### src/rtl/tl_traffic_model.sv
// Intersection plant model: turns light codes and car arrivals into per-street queues,
// departure pulses and the Ta/Tb sensors fed back to the traffic-light controller.

module tl_street #(
   parameter int QDEPTH      = 7,
   parameter int QW          = 4,
   parameter int PASS_CYCLES = 2
) (
   input  logic          clk,
   input  logic          reset_n,
   input  logic [1:0]    light,
   input  logic          arr,
   output logic [QW-1:0] cnt,
   output logic          pass,
   output logic          ovf
);

   localparam int TW = (PASS_CYCLES > 1) ? $clog2(PASS_CYCLES) : 1;
   localparam logic [TW-1:0] TLAST = TW'(PASS_CYCLES - 1);
   localparam logic [QW-1:0] QFULL = QW'(QDEPTH);

   typedef enum logic {IDLE, CROSS} cross_state_t;

   cross_state_t  state, state_next;
   logic [TW-1:0] timer, timer_next;
   logic [QW-1:0] cnt_next;
   logic          green, depart, ovf_set;

   assign green = (light == 2'b00);

   always_ff @(posedge clk or negedge reset_n) begin
      if (!reset_n) begin
         state <= IDLE;
         timer <= '0;
         cnt   <= '0;
         pass  <= 1'b0;
         ovf   <= 1'b0;
      end else begin
         state <= state_next;
         timer <= timer_next;
         cnt   <= cnt_next;
         pass  <= depart;
         if (ovf_set)
            ovf <= 1'b1;
      end
   end

   // Any non-green light while crossing abandons the car; it stays queued and must restart.
   always_comb begin
      state_next = state;
      timer_next = timer;
      depart     = 1'b0;
      case (state)
         IDLE: begin
            if (green && (cnt != '0)) begin
               state_next = CROSS;
               timer_next = '0;
            end
         end
         CROSS: begin
            if (!green) begin
               state_next = IDLE;
               timer_next = '0;
            end else if (timer == TLAST) begin
               depart     = 1'b1;
               state_next = IDLE;
               timer_next = '0;
            end else begin
               timer_next = timer + 1'b1;
            end
         end
         default: begin
            state_next = IDLE;
            timer_next = '0;
         end
      endcase
   end

   // Arrival and departure together cancel out, so a full queue does not overflow then.
   always_comb begin
      cnt_next = cnt;
      ovf_set  = 1'b0;
      if (arr && !depart) begin
         if (cnt < QFULL)
            cnt_next = cnt + 1'b1;
         else
            ovf_set = 1'b1;
      end else if (!arr && depart) begin
         cnt_next = cnt - 1'b1;
      end
   end

endmodule


### config.mk
export PLATFORM = sky130hd
export DESIGN_NAME = tl_street
export DESIGN_NICKNAME = d
export VERILOG_FILES = /design/src/rtl/tl_traffic_model.sv
export SDC_FILE = /design/constraint.sdc
export NUM_CORES = 1
export LEC_CHECK = 0
export CAP_MARGIN = 25
export CORE_AREA = 3 3 40 42
export CTS_CLUSTER_DIAMETER = 100
export DETAILED_ROUTE_END_ITERATION = 10
export DIE_AREA = 0 0 43 45
export GPL_TIMING_DRIVEN = 0
export PLACE_DENSITY = 0.57
export SYNTH_ARGS = -nofsm -noshare
export SYNTH_HDL_FRONTEND = slang
export SYNTH_SLANG_ARGS = --single-unit
### constraint.sdc
create_clock -name clk -period 2.31 [get_ports clk]
set_input_delay 0.3465 -clock clk [delete_from_list [all_inputs] [get_ports clk]]
set_output_delay 0.3465 -clock clk [all_outputs]
set_load 0.01 [all_outputs]
==> results of run 1 <==
metal layers:
layer,up-vias,GRT usage (%),part of all wire (%)
li1,185,-,-
met1,183,13.4,43
met2,14,21.0,49
met3,2,7.57,6.9
met4,0,5.42,1.0
met5,-,0,0
cell usage after synthesis:
library cell | n | share of area, %
dfrtp_1 | 8 | 42
nand2_1 | 4 | 3.1
o21ai_0 | 3 | 3.1
ha_1 | 2 | 5.2
mux2i_1 | 2 | 4.2
nand3b_1 | 2 | 3.1
nor2_1 | 2 | 1.6
xor2_1 | 2 | 3.7
a211o_1 | 1 | 1.8
a211oi_1 | 1 | 1.6
a21o_1 | 1 | 1.6
a21oi_1 | 1 | 1.0
a21oi_2 | 1 | 1.8
a31oi_1 | 1 | 1.3
and2_0 | 1 | 1.3
buf_2 | 1 | 1.0
clkinv_2 | 1 | 1.0
fa_1 | 1 | 4.2
nand2_2 | 1 | 1.3
nand3_1 | 1 | 1.0
nand4bb_4 | 1 | 5.7
nor4b_2 | 1 | 3.1
o21ai_1 | 1 | 1.0
o21bai_1 | 1 | 1.6
o221ai_1 | 1 | 1.8
o41ai_1 | 1 | 1.8
worst paths after layout:
check / endpoint / start / cells past startpoint / slack (ns)
max in group asynchronous: cnt[3] / reset_n / 1 / 1.66
min in group clk: cnt[1] / arr / 2 / 0.40
min: pass / reset_n / 1 / 0.38
max reg2reg: cnt[3] / state / 7 / 0.43
min reg2reg: ovf / ovf / 1 / 0.49
max: cnt[3] / light[0] / 8 / 0.21
final cells by class:
class / count / area (sq um)
Buffer: 1 / 5.00
Clock buffer: 3 / 22.5
Fill cell: 128 / 674
Inverter: 1 / 5.00
Multi-Input combinational cell: 33 / 269
Sequential cell: 8 / 200
Tap cell: 15 / 18.8
Timing Repair Buffer: 9 / 90.1
stage by stage:
| stage | utilization [%] | setup WS [ns] | TNS [ns] |
|---|---|---|---|
| final | 47.5 | 0.209 | 0 |
| after global routing | 47.5 | 0.139 | 0 |
| after CTS | 47.5 | 0.212 | 0 |
| after detailed placement | 45.8 | -0.0520 | -0.0520 |
| after global placement | 45.8 | -0.00731 | -0.00731 |
| after floorplan | - | 0.523 | 0 |
flip-flops by register name, summed over array words and instances (netlist names):
name	count
timer	1
cnt	4
pass	1
ovf	1
state	1
power by group:
part	total [W]	internal, W	switching (W)
Clock	0.000103	0.0000592	0.0000438
Combinational	0.000175	0.0000967	0.0000787
Sequential	0.000211	0.000163	0.0000476
cells by family (layout without fill, tap and decap cells):
group / after synthesis / in the layout / synth area share (%)
flops: 8 / 8 / 41.8
buf+inv: 2 / 14 / 2.09
fa+ha+maj: 3 / 3 / 9.40
simple gates: 13 / 13 / 20.4
xor+xnor: 2 / 2 / 3.66
mux: 2 / 2 / 4.18
compound gates: 13 / 13 / 18.5
==> results.py, run 1 <==
metrics = {
    "place": {
        "routabilityCongestion": 0.724,
        "dp_hpwl_um": 767,
        "io_buffers": 9,
        "dp_cells": 67,
        "place_area_sq_um": 588,
    },
    "pwr": {
        "p_total_w": 0.000489,
        "pwr_density_cell_nw_per_um2": 802,
        "irDropWorstVdd_mv": 0.365,
        "p_leak_nw": 0.257,
    },
    "setup_path": {
        "critPathRequiredTime_ns": 2.44,
        "path_max_fanout": 7,
        "slowest_stage": "clkdlybuf4s50_1",
        "cp-start-kind": "input port",
        "critical_path_class": "in2reg",
        "cp_top_family": "compound AO/OA/AOI/OAI gates",
        "cpPeakStageDelay_ns": 0.42,
        "crit_arrival_ns": 2.23,
        "path_cells": "clkdlybuf4s50_1 -> nand4bb_4 -> nand2_1 -> ha_1 -> a21o_1 -> a21oi_2 -> nand2_2 -> a211o_1",
        "cp.buffers_inverters": 1,
        "cp-end-kind": "register",
    },
    "sta": {
        "worst_clock_skew_ns": 0.00519,
        "hold_viol": 0,
        "final_max_slew_viol_count": 0,
        "fin_crit_ns": 2.10,
        "hold_ws_ns": 0.376,
        "tightest_slew_ns": 0.433,
        "slew_headroom_pct": 70.8,
        "fmax_mhz": 476,
        "rsz0062_at_grt": "false",
        "setup_violations": 0,
        "fin_crit_sh_pct": 91.0,
    },
    "clock_network": {
        "numCtsBuffers": 3,
        "clk_root_buffer_cell": "clkbuf_4",
        "cts_sinks": 8,
        "post_cts_buffers": 0,
        "cts_resized": 0,
        "cts.clk_slew.worst_paths_ns": 0.05,
        "holdBufCountCts": 0,
        "insertion_delay_ns": 0.25,
        "htreeDepth": 1,
        "cts_buffer_depth": 2,
        "cts_tree": "yes",
    },
    "global_route": {
        "antenna_found_initial": 0,
        "grt_util_all_layers_pct": 12.8,
        "grt_pass1_vias": 386,
        "grt_max_degree": 10,
        "overflow": 0,
        "grt_pass1_wl_um": 1750,
    },
    "detailed_routing": {
        "remaining_drc_errors": 0,
        "ant_nets": 0,
        "wl_per_cell_um": 14.2,
        "drt_iter0_markers": 8,
        "vias": 384,
        "wirelength_um": 992,
        "dr.pass1.iters": 4,
        "drt-vias-per-instance": 5.49,
    },
    "flow_run": {
        "drv_cap": 0,
    },
    "final_layout": {
        "final_cells": 70,
        "syn2layout_area_growth_pct": 27.4,
        "layout-drive-gt1-share_pct": 16.4,
        "layout_common_cells": "9 x clkdlybuf4s50_1, 8 x dfrtp_1, 4 x nand2_1",
        "fin_area_sq_um": 611,
        "antennaDiodeCount": 0,
        "fin_nets": 65,
        "final_common_cell": "clkdlybuf4s50_1",
    },
    "status": {
        "status": "completed",
    },
    "yosys": {
        "avgSynthCellArea_sq_um": 11.1,
        "synth_warnings": 0,
        "ys_seq_elements": 8,
        "seq_area_frac_synth_pct": 41.8,
        "ys_types": 26,
        "syn_inst": 43,
        "netlist_area_sq_um": 479,
        "synth_nets": 51,
    },
    "floorplanning": {
        "pin_count": 11,
        "die_x_um": 43,
        "rows": 13,
        "die_y_um": 45,
        "die-area_sq_um": 1940,
        "initial_core_util_pct": 37.3,
        "fp.coreArea_sq_um": 1280,
    },
    "hold_path": {
        "hold_path.class": "in2async",
    },
}
Power figures use the tool's default switching activity.
==> run 2: changes to the inputs <==
Settings changed: CTS_CLUSTER_SIZE set to 40.
==> results of run 2 <==
No change in the layout: final DEF, timing and power equal those of run 1.
==> run 3: changes to the inputs <==
==> constraint.sdc (replaced) <==
create_clock -name clk -period 2.31 [get_ports clk]
set_input_delay 0.3465 -clock clk [delete_from_list [all_inputs] [get_ports clk]]
set_output_delay 0.3465 -clock clk [all_outputs]
set_load 0.05 [all_outputs]
==> results of run 3 <==
The final DEF is identical to that of run 1. Status: completed.
Among the figures that moved: total power 0.000489 W -> 0.000551 W; worst IR drop on VDD 0.365 mV -> 0.371 mV
